## src/rtl/axis_bram_seq.sv

```systemverilog
// Job sequencer for an AXI-Stream/BRAM datapath: queues job descriptors, issues them one at a
// time with a start pulse, waits for the stream tlast handshakes, and reports completion/timeout.
module axis_bram_seq #(
  parameter int ADDR_WIDTH = 12,
  parameter int CMD_DEPTH  = 4,
  parameter int TIMEOUT    = 4096
) (
  input  logic                  clk,
  input  logic                  reset,
  input  logic                  cmd_valid,
  output logic                  cmd_ready,
  input  logic [ADDR_WIDTH-1:0] cmd_r_start,
  input  logic [ADDR_WIDTH-1:0] cmd_r_length,
  input  logic [ADDR_WIDTH-1:0] cmd_w_start,
  input  logic                  cmd_w_en,
  input  logic                  abort,
  output logic                  ctrl_axis_m_start,
  output logic [ADDR_WIDTH-1:0] ctrl_r_start_index,
  output logic [ADDR_WIDTH-1:0] ctrl_r_length,
  output logic [ADDR_WIDTH-1:0] ctrl_w_start_index,
  input  logic                  mon_m_tvalid,
  input  logic                  mon_m_tready,
  input  logic                  mon_m_tlast,
  input  logic                  mon_s_tvalid,
  input  logic                  mon_s_tready,
  input  logic                  mon_s_tlast,
  output logic                  busy,
  output logic                  done_pulse,
  output logic                  err_timeout,
  output logic [15:0]           jobs_done,
  output logic [1:0]            state_dbg
);

  // Handshake rule: a command transfers on a rising clk edge where cmd_valid && cmd_ready;
  // cmd_ready depends only on FIFO fullness, never on a same-cycle pop.
  localparam int PW = $clog2(CMD_DEPTH);
  localparam int EW = 3 * ADDR_WIDTH + 1;
  localparam int TW = (TIMEOUT > 1) ? $clog2(TIMEOUT + 1) : 1;

  typedef enum logic [1:0] {IDLE = 2'd0, ISSUE = 2'd1, RUN = 2'd2, DONE = 2'd3} state_t;

  state_t          state, state_n;
  logic [EW-1:0]   fifo_mem [CMD_DEPTH];
  logic [PW-1:0]   wr_ptr, rd_ptr;
  logic [PW:0]     count;
  logic            full, empty, push, pop;
  logic [EW-1:0]   head;
  logic            ctrl_w_en;
  logic            rd_done, wr_done, rd_n, wr_n;
  logic [TW-1:0]   tcnt;
  logic            timeout_hit;

  assign full      = (count == (PW+1)'(CMD_DEPTH));
  assign empty     = (count == '0);
  assign cmd_ready = !full && !reset;
  assign push      = cmd_valid && cmd_ready && !abort;
  assign pop       = (state == IDLE) && !empty && !abort;
  assign head      = fifo_mem[rd_ptr];

  always_ff @(posedge clk) begin
    if (push) fifo_mem[wr_ptr] <= {cmd_r_start, cmd_r_length, cmd_w_start, cmd_w_en};
  end

  always_ff @(posedge clk or posedge reset) begin
    if (reset) begin
      wr_ptr <= '0;
      rd_ptr <= '0;
      count  <= '0;
    end else if (abort) begin
      wr_ptr <= '0;
      rd_ptr <= '0;
      count  <= '0;
    end else begin
      if (push) wr_ptr <= wr_ptr + PW'(1);
      if (pop)  rd_ptr <= rd_ptr + PW'(1);
      if (push && !pop)      count <= count + (PW+1)'(1);
      else if (pop && !push) count <= count - (PW+1)'(1);
    end
  end

  assign rd_n = rd_done || (mon_m_tvalid && mon_m_tready && mon_m_tlast);
  assign wr_n = wr_done || (mon_s_tvalid && mon_s_tready && mon_s_tlast);

  always_comb begin
    state_n     = state;
    timeout_hit = 1'b0;
    case (state)
      IDLE:  if (!empty) state_n = ISSUE;
      ISSUE: state_n = RUN;
      RUN: begin
        // Completion wins over a timeout landing in the same cycle.
        if (rd_n && wr_n) begin
          state_n = DONE;
        end else if ((TIMEOUT != 0) && (tcnt == TW'(TIMEOUT - 1))) begin
          state_n     = IDLE;
          timeout_hit = 1'b1;
        end
      end
      DONE:    state_n = IDLE;
      default: state_n = IDLE;
    endcase
    if (abort) state_n = IDLE;
  end

  always_ff @(posedge clk or posedge reset) begin
    if (reset) begin
      state              <= IDLE;
      rd_done            <= 1'b0;
      wr_done            <= 1'b0;
      tcnt               <= '0;
      err_timeout        <= 1'b0;
      jobs_done          <= '0;
      ctrl_r_start_index <= '0;
      ctrl_r_length      <= '0;
      ctrl_w_start_index <= '0;
      ctrl_w_en          <= 1'b0;
    end else begin
      state <= state_n;
      if (pop) begin
        ctrl_r_start_index <= head[EW-1 -: ADDR_WIDTH];
        ctrl_r_length      <= head[2*ADDR_WIDTH -: ADDR_WIDTH];
        ctrl_w_start_index <= head[ADDR_WIDTH:1];
        ctrl_w_en          <= head[0];
      end
      if (state == ISSUE) begin
        rd_done <= (ctrl_r_length == '0);
        wr_done <= !ctrl_w_en;
        tcnt    <= '0;
      end else if (state == RUN) begin
        rd_done <= rd_n;
        wr_done <= wr_n;
        tcnt    <= tcnt + TW'(1);
      end
      if (abort)            err_timeout <= 1'b0;
      else if (timeout_hit) err_timeout <= 1'b1;
      if ((state == DONE) && !abort) jobs_done <= jobs_done + 16'd1;
    end
  end

  assign ctrl_axis_m_start = (state == ISSUE);
  assign done_pulse        = (state == DONE) && !abort;
  assign busy              = (state != IDLE) || !empty;
  assign state_dbg         = state;

endmodule

```

## config.mk

```make
export PLATFORM = sky130hd
export DESIGN_NAME = axis_bram_seq
export DESIGN_NICKNAME = d
export VERILOG_FILES = /design/src/rtl/axis_bram_seq.sv
export SDC_FILE = /design/constraint.sdc
export NUM_CORES = 1
export LEC_CHECK = 0
export CORE_UTILIZATION = 35
export CTS_CLUSTER_DIAMETER = 120
export CTS_CLUSTER_SIZE = 8
export DETAILED_ROUTE_END_ITERATION = 10
export PLACE_DENSITY_LB_ADDON = 0.08
export SYNTH_ARGS = -nofsm -noshare
export SYNTH_HDL_FRONTEND = slang
export SYNTH_SLANG_ARGS = --single-unit
export TNS_END_PERCENT = 10
```

## constraint.sdc

```tcl
create_clock -name clk -period 6.1 [get_ports clk]
set_input_delay 0.61 -clock clk [delete_from_list [all_inputs] [get_ports clk]]
set_output_delay 0.61 -clock clk [all_outputs]
set_load 0.03 [all_outputs]
```

# Word-level counts from Yosys, hierarchy flattened
# Memory sizes are Yosys's and may differ from the RTL's. A register that Yosys moved wholly into a read port is not among the register bits.
# Cells that the tools add are included.
# Widths: inputs -> output; s select.
# totals
word_cells	81
out_inout_bits	59
regBits	41
n_memories	1
inputBits	47
ramBits	148
# mem_list
name	depth	word_bits	read_ports	rd_ports_with_merged_regs	write_ports	line_no	text
fifo_mem	4	37	1	1	1	43	logic [EW-1:0] fifo_mem [CMD_DEPTH];
# op_classes
n_addsub	6
muxes	25
n_reduce_logical	33
n_eq_ne	7
# op_table
operator	n
$mux 13	2
$add 16x1->16 const B	1
$mux 2	8
$add 13x1->13 const B	1
$eq 13x12->1 const B	1
$logic_and 1x1->1	13
$logic_not 12->1	1
$mux 1	11
$reduce_bool 2->1	5
$mux 3	3
$pmux 2 s4	1
$logic_not 1->1	7
$add 2x1->2 const B	2
$eq 2x2->1 const B	2
$ne 4x4->1 const B	1
$add 3x1->3 const B	1
$eq 3x3->1 const B	1
$logic_not 3->1	1
$logic_or 1x1->1	3
$ne 3x3->1 const B	1
$reduce_bool 3->1	1
$sub 3x1->3 const B	1
$eq 2x1->1 const B	1
$logic_not 2->1	1
$reduce_and 2->1	1

# Depth between registers and ports, before layout
# logic_depth
word_depth	10
depth_mapped	8
depth_no_buf	8

# Worst setup path before layout
# OpenSTA, ideal clock, no wires.
# synth_path
kind	input to register
startpoint	in cmd_valid
endpoint	mem fifo_mem[0][0] (netlist bit) (enable)
path_buffers	0
cell_stages	4
required_time_ns	5.702
slack_ns	3.540
arrival_ns	2.163
setup_ns	0.398
cell_sequence	inv_1 -> a211oi_4 -> nor2b_1 -> and2_1
# synth_via
elab_chain_len	4
# synth_lines
item	line_no	text
start: declaration	10	input logic cmd_valid,
$logic_and 1x1->1 (2 in series)	56	assign push = cmd_valid && cmd_ready && !abort;
$mux 1	61	if (push) fifo_mem[wr_ptr] <= {cmd_r_start, cmd_r_length, cmd_w_start, cmd_w_en};
$mux 1 (not written as such)	61	
end: declaration	43	
# No other way between the ends.

# Final worst setup path
# layout_path
startpoint	in abort
endpoint	out done_pulse
# layout_via
elab_chain_len	2
# layout_lines
item	line_no	text
start: declaration	16	input logic abort,
$logic_not 1->1	141	assign done_pulse = (state == DONE) && !abort;
$logic_and 1x1->1	141	
end: declaration	28	output logic done_pulse,
# No other way between the ends.

==> flow_metrics.py <==
metrics = {
    "finish": {
        "area_growth_pct": 25.7,
        "final_cell_mix": "148 x edfxtp_1, 105 x clkdlybuf4s50_1, 76 x dfrtp_1, 37 x mux4_2, 35 x clkbuf_16",
        "fin_area_mm2": 0.0114,
        "nNetsFinal": 672,
        "fin_cells": 966,
        "finish.utilization_pct": 45.0,
        "antenna_cells": 0,
        "final_common_cell": "edfxtp_1",
        "drive_gt1_share_pct": 20.6,
    },
    "logic_synthesis": {
        "synth_top_area_share_pct": 49.0,
        "synth-seq-cells": 226,
        "synth-seq-area-share_pct": 70.6,
        "syn_avg_cell_area_um2": 18.6,
        "synth_area_leader_cell": "edfxtp_1",
        "ys_top_cells_by_area": "edfxtp_1 49%, dfrtp_1 22%, mux4_2 9.2%, mux2_4 5.0%, xnor2_1 2.2%",
        "synth_ff_type": "edfxtp_1",
        "synthArstFlopShare_pct": 34.5,
        "synth_edf_count": 148,
        "yosysUniqueCellTypes": 45,
        "synth_fp_nets": 547,
        "netlist_area_mm2": 0.00906,
        "yosys_warnings": 0,
        "syn_inst": 488,
    },
    "power_and_ir_drop": {
        "total_power_mw": 5.16,
        "ir_drop_mv": 0.191,
        "powerDensity_mw_per_mm2": 453,
        "leakagePower_nw": 4.07,
    },
    "min_path": {
        "hold_path_class": "reg -> reg",
    },
    "clocking": {
        "cts_root_buf": "clkbuf_16",
        "post_cts_resize_count": 0,
        "cts.sinks": 226,
        "cts_setup_buffers": 0,
        "path_clk_slew_ns": 0.05,
        "cts_tree": "done",
        "htree_levels": 2,
        "postCtsHoldBufs": 0,
        "insertion_delay_ns": 0.49,
        "numCtsBuffers": 34,
        "clk_path_buf_depth": 3,
    },
    "detailed_routing": {
        "firstDrtPassIters": 4,
        "vias_per_cell": 4.83,
        "vias": 4665,
        "antenna_left": 0,
        "post_drt_wl_per_cell_um": 18.4,
        "drt_first_iter_violations": 229,
        "routed_wl_mm": 17.8,
        "drcViolationCount": 0,
    },
    "die": {
        "start_util_pct": 35.8,
        "die_w_um": 163,
        "dieArea_mm2": 0.0265,
        "core_mm2": 0.0253,
        "die_h_um": 163,
        "io_pins": 106,
        "row_count": 58,
    },
    "setup_path": {
        "crit_path_frequent_cell": "clkdlybuf4s50_1",
        "slowest_stage": "clkdlybuf4s50_1",
        "critPathLaunchType": "primary input",
        "path_class": "in -> out",
        "crit_chain": "clkdlybuf4s50_1 > nor2b_1 > clkdlybuf4s50_1",
        "path_buf_inv": 2,
        "cp-end-kind": "output pin",
        "crit_path_max_incr_delay_ns": 0.77,
        "worstPathMaxFanout": 18,
        "critPathArrivalTime_ns": 2.75,
        "critPathTopFamily": "buffers and inverters",
        "cp.required_ns": 5.49,
    },
    "placed_design": {
        "place_congestion": 0.741,
        "dp_cells": 907,
        "port_buffers": 105,
        "hpwl_mm": 10.3,
        "dpl_cell_area_mm2": 0.0104,
    },
    "global_route": {
        "grt_max_degree": 79,
        "grt_pass1_vias": 4918,
        "grtUsageTotal_pct": 14.0,
        "antenna_found_initial": 0,
        "grt_pass1_wl_mm": 28.0,
        "overflow": 0,
    },
    "sta": {
        "finalMaxSlewViolations": 0,
        "rsz0062_at_grt": "no",
        "worstMarginPinSlew_ns": 1.12,
        "setup-violations-final": 0,
        "finalHoldViolCount": 0,
        "tns_ns": 0,
        "fin_crit_sh_pct": 55.0,
        "max_freq_mhz": 298,
        "fin_worst_skew_ns": 0.0121,
        "relSlewSlack_pct": 25.4,
        "period_needed_ns": 3.36,
    },
    "run": {
        "maxCapViolations": 0,
    },
    "status": {
        "status": "complete, no violations",
    },
}
layer usage:
layer,vias to the layer above,wire [um],global-route usage [%]
li1,2131,-,-
met1,2378,8020,18.7
met2,120,8540,22.6
met3,36,800,3.18
met4,0,412,4.76
met5,-,0,0
power breakdown:
| part | internal (mW) | total (mW) | switching (mW) |
|---|---|---|---|
| sequential | 1.84 | 2.02 | 0.180 |
| combinational | 0.747 | 1.45 | 0.707 |
| clock | 1.06 | 1.69 | 0.625 |
| total | 3.65 | 5.16 | 1.51 |
synth_stat cells (all sizes together) (3+ instances only):
cell type and instances:
nor2 23, mux4 37, edfxtp 148, nand2 11, mux2i 3, xor2 4
and4 3, o21ai 3, a31oi 4, clkbuf 7, nand2b 3, mux2 43
dfrtp 78, nand4 6, ha 11, nand3 9, buf 11, xnor2 23
and3 3, nor2b 6, nor4 8, a21oi 5, inv 15, nor3 3
and2 7
cell families (layout without fill, tap and decap cells):
| family | count (synthesis) | in the layout | share of synthesized area, % |
|---|---|---|---|
| buffers and inverters | 33 | 181 | 2.13 |
| adder cells (fa/ha/maj) | 12 | 12 | 1.74 |
| AO/OA/AOI/OAI | 22 | 22 | 1.82 |
| multiplexers | 83 | 83 | 16.1 |
| AND/OR/NAND/NOR | 85 | 85 | 5.04 |
| flip-flops | 226 | 226 | 70.6 |
| XOR/XNOR | 27 | 27 | 2.61 |
worst paths after layout:
path / from / to / slack, ns / cells after the start
hold reg to reg: jobs_done[15] / jobs_done[15] / 0.47 / 1
max in group asynchronous: reset / rd_ptr[0] / 4.52 / 2
setup / recovery: abort / done_pulse / 2.74 / 3
hold / removal: jobs_done[15] / jobs_done[15] / 0.47 / 1
min in group asynchronous: reset / jobs_done[0] / 0.87 / 2
setup reg to reg: count[0] / fifo_mem[3][34] / 3.49 / 4
flip-flops by register name, indices dropped and copies added, names as in the netlist:
| register | count |
|---|---|
| rd_done | 1 |
| state_dbg | 2 |
| count | 3 |
| err_timeout | 1 |
| ctrl_r_length | 12 |
| jobs_done | 16 |
| ctrl_r_start_index | 12 |
| rd_ptr | 2 |
| tcnt | 13 |
| wr_ptr | 2 |
| ctrl_w_start_index | 12 |
| ctrl_w_en | 1 |
| wr_done | 1 |
| fifo_mem | 148 |
per-stage QoR:
step / setup slack, ns / hold slack, ns
6_report: 2.74 / 0.471
5_1_grt: 2.58 / 0.497
4_1_cts: 2.75 / 0.477
3_5_place_dp: 2.74 / 0.468
3_3_place_gp: 2.83 / 0.464
2_1_floorplan: 3.49 / 0.435
worst register-to-register path, delay by kind of cell, from the launching register on:
family / cells / cell delay (ns)
AO/OA/AOI/OAI: 1 / 0.42
flip-flops: 1 / 0.41
AND/OR/NAND/NOR: 3 / 1.37
final cells by class:
class	instances	area (um2)
well taps	330	413
repair buffers	107	1070
fillers	2256	13900
clock inverters	2	17.5
multi-input cells	229	2480
inverters	15	58.8
clock buffers	57	958
flip-flops and latches	226	6400
(Power assumes the default switching activity.)
==> patch 1 (config.mk and constraints unchanged) <==
`CMD_DEPTH`: 4 -> 8.
--- a/src/rtl/axis_bram_seq.sv
+++ b/src/rtl/axis_bram_seq.sv
@@ -2,7 +2,7 @@
 // time with a start pulse, waits for the stream tlast handshakes, and reports completion/timeout.
 module axis_bram_seq #(
   parameter int ADDR_WIDTH = 12,
-  parameter int CMD_DEPTH  = 4,
+  parameter int CMD_DEPTH  = 8,
   parameter int TIMEOUT    = 4096
 ) (
   input  logic                  clk,
Behaviour: not the same (a bounded check fails within 10 cycles, from zero or initial values and one cycle with reset high).
==> patch 1 against the original RTL <==
  * Utilization shrank 1.9 points
  * Worst hold slack better by 0.0030 ns
  * Total power grew 48%
  * Global-route usage is 1.1 points higher
  * Clock skew increased by 0.0095 ns
  * Final area rose by 59%
  * Wire length up 79%
  * Sequential cell count increased by 151
  * Largest cell class unchanged
  * Setup slack improved by 0.22 ns
  * Critical path depth rose by 3
  * Sequential share of layout area is 4.2 points higher
  * Area after synthesis is 64% higher
==> patch 1: results <==
[worst_setup_path]
crit_path_top_delay_cell = "nor2_4"
r2r_setup_slack_ns = 2.99
r2r-start = "count[3]"
crit_fanout = 26
crit_end = "fifo_mem[5][11]"
slowest_delay_ns = 0.90
ff2ff_path_depth = 5

[pwr]
peakVddDrop_mv = 0.191
p_seq_mw = 3.21
p_comb_share_pct = 22.6
power.leakage_nw = 6.01

[grt]
grtUsageTotal_pct = 15.1
grt_pass1_vias = 7995
grtUsageMet2_pct = 24.4
grt_pass1_wl_um = 49200
use_met3_pct = 2.84

[synthesis]
synth_nets = 857
ys_top_cells_by_area = "edfxtp_1 (60%), dfrtp_1 (14%), mux4_2 (11%)"
synth_common_cells = "edfxtp_1 (296), dfrtp_1 (81), mux4_2 (74), nand2_1 (55), o21ai_0 (46)"
ys_types = 56
yosysSeqAreaShare_pct = 73.4

[finish]
drive_gt1_share_pct = 17.6
fillCellCount = 3701
top_regs = "fifo_mem: 296 flops, jobs_done: 16 flops, tcnt: 13 flops"

[drt]
vias_per_cell = 4.96
met2_length_um = 15200
drt-met1-wl_um = 14700
drtIter0Drc = 475
dr.pass1.iters = 5

[outcome]
status = "finished, final reports clean"

[clock_tree]
cts_buffers = 53

[hold_path]
hp-start = "ctrl_w_en"
min_to = "wr_done"

[place]
place.gp.congestion = 0.751
dp_hpwl_um = 18600

[sta]
clock_skew_ns = 0.0216
[patch 1: cells by family after synthesis]
group / synth area share [%]
muxes: 14.0
AOI/OAI and AO/OA: 3.11
xor gates and xnor gates: 1.53
and+or+nand+nor: 5.20
adders and majority gates: 0.976
DFF: 73.4
buffers and inverters: 1.81
[patch 1: cell type report]
cell class | instances | area, um^2 | area share [%]
Clock buffer | 94 | 1480 | 8.18
Clock inverter | 3 | 48.8 | 0.270
Inverter | 14 | 55.1 | 0.304
Multi-Input combinational cell | 375 | 3740 | 20.7
Sequential cell | 377 | 10900 | 60.4
Tap cell | 539 | 674 | 3.73
Timing Repair Buffer | 120 | 1160 | 6.43
[patch 1: stage by stage]
stage                     cell area, um^2  cells  power, mW  worst slack (ns)  utilization [%]
after floorplan                     14900    799       4.44              1.86                -
after global placement              16600   1425       5.04              2.31             39.5
after detailed placement            16600   1425       5.04              2.31             39.5
after CTS                           18100   1522       7.79              2.92             43.1
after global routing                18100   1522       8.01              2.78             43.1
final                               18100   1522       7.64              2.97             43.1
==> patch 2 (same flow settings) <==
Made on the original files. Put one more register stage on the output `err_timeout`, without a reset. The value now appears one clock later. The other outputs are not delayed to match.
--- a/src/rtl/axis_bram_seq.sv
+++ b/src/rtl/axis_bram_seq.sv
@@ -38,6 +38,8 @@
   localparam int TW = (TIMEOUT > 1) ? $clog2(TIMEOUT + 1) : 1;
 
   typedef enum logic [1:0] {IDLE = 2'd0, ISSUE = 2'd1, RUN = 2'd2, DONE = 2'd3} state_t;
+
+  logic err_timeout_s0;
 
   state_t          state, state_n;
   logic [EW-1:0]   fifo_mem [CMD_DEPTH];
@@ -108,7 +110,7 @@
       rd_done            <= 1'b0;
       wr_done            <= 1'b0;
       tcnt               <= '0;
-      err_timeout        <= 1'b0;
+      err_timeout_s0     <= 1'b0;
       jobs_done          <= '0;
       ctrl_r_start_index <= '0;
       ctrl_r_length      <= '0;
@@ -131,8 +133,8 @@
         wr_done <= wr_n;
         tcnt    <= tcnt + TW'(1);
       end
-      if (abort)            err_timeout <= 1'b0;
-      else if (timeout_hit) err_timeout <= 1'b1;
+      if (abort)            err_timeout_s0 <= 1'b0;
+      else if (timeout_hit) err_timeout_s0 <= 1'b1;
       if ((state == DONE) && !abort) jobs_done <= jobs_done + 16'd1;
     end
   end
@@ -142,5 +144,9 @@
   assign busy              = (state != IDLE) || !empty;
   assign state_dbg         = state;
 
+  always_ff @(posedge clk) begin
+    err_timeout <= err_timeout_s0;
+  end
+
 endmodule
 
Behaviour: no difference found for any inputs over 4 cycles, from zero or initial values and one cycle with reset high; that may be too few to reach the edited logic, so the function may still have changed.
==> patch 2 against the original RTL <==
  * Synthesized cell count is 0.20% higher
  * Area after synthesis is 0.22% higher
  * Total power hardly changed
  * Count of clock-buffer cells in the layout is 2 higher
  * Setup slack better by 0.029 ns
  * Largest power group unchanged
  * Utilization is 0.14 points higher
  * Highest routed layer unchanged
  * Sequential cell count is 1 higher
  * Final area is 0.31% higher
  * Wire length is 0.80% lower
==> patch 2: results <==
[synthesis]
yosysSeqAreaShare_pct = 70.6
ys_top_cells_by_area = "edfxtp_1 (49%), dfrtp_1 (21%), mux4_2 (9.2%)"
ys_types = 46
synth.ff_latch_count = 227
avgSynthCellArea_um2 = 18.6

[hold_path]
min_path_cells = 0
min_to = "err_timeout"
hp-start = "err_timeout_s0"

[finish]
nClkBuffers = 59
drive_gt1_share_pct = 20.6
multi_input_area_share_pct = 21.7
fillCellCount = 2210
layout.nets = 674
stdcell_area_mm2 = 0.0114
seqCellArea_mm2 = 0.00642
clock_area_share_pct = 8.59
num-nonclk-buffers = 108
layout.cells.non_filler = 971
final-nonclk-buf-share_pct = 9.39

[place]
placed_area_mm2 = 0.0104
dp_hpwl_um = 10400
placed_cells = 909
place.gp.congestion = 0.728
pre_cts_ws_ns = 2.78

[worst_setup_path]
rr_endpoint = "fifo_mem[3][9]"
cpLargestDelayFamily = "buffers and inverters"
crit_path_top_delay_cell = "clkdlybuf4s50_1"

[drt]
wl_per_cell_um = 18.2
num_vias = 4631
drtIter0Drc = 246

[pwr]
power.leakage_nw = 4.08
switchingPower_mw = 1.50
finalPower_mw = 5.17
peakVddDrop_mv = 0.290
p_comb_share_pct = 27.9

[sta]
worst_pin_slew_ns = 1.11
clock_skew_ns = 0.00916
worst_hold_slack_ns = 0.363
min_period_ns = 3.33

[grt]
grtUsageTotal_pct = 13.8
grt_pass1_vias = 4973
grt_pass1_wl_um = 27700

[clock_tree]
cts_buffers = 34

[outcome]
status = "finished, final reports clean"
-- patch 2: cell count changes in the layout (fill, tap and decap cells not counted), sizes merged --
| cell | unedited run | this run |
|---|---|---|
| clkbuf | 57 | 59 |
| clkinvlp | 0 | 1 |
| dfxtp | 0 | 1 |
| buf | 2 | 3 |
| inv | 16 | 15 |
| diode | 0 | 1 |
-- patch 2: routing by layer --
| layer | vias up | wire length (um) | global-route usage, % |
|---|---|---|---|
| li1 | 2132 | - | - |
| met1 | 2359 | 7720 | 17.5 |
| met2 | 113 | 8710 | 23.3 |
| met3 | 27 | 918 | 3.22 |
| met4 | 0 | 280 | 4.33 |
| met5 | - | 0 | 0 |
-- patch 2: cells by family (layout without fill, tap and decap cells) --
kind of cell	after synthesis	in the layout	share of synthesized area [%]
AOI/OAI and AO/OA	22	22	1.82
xor gates and xnor gates	27	27	2.60
adders and majority gates	12	12	1.74
buffers and inverters	33	184	2.12
DFF	227	227	70.6
muxes	83	83	16.1
other	0	1	0
and+or+nand+nor	85	85	5.03
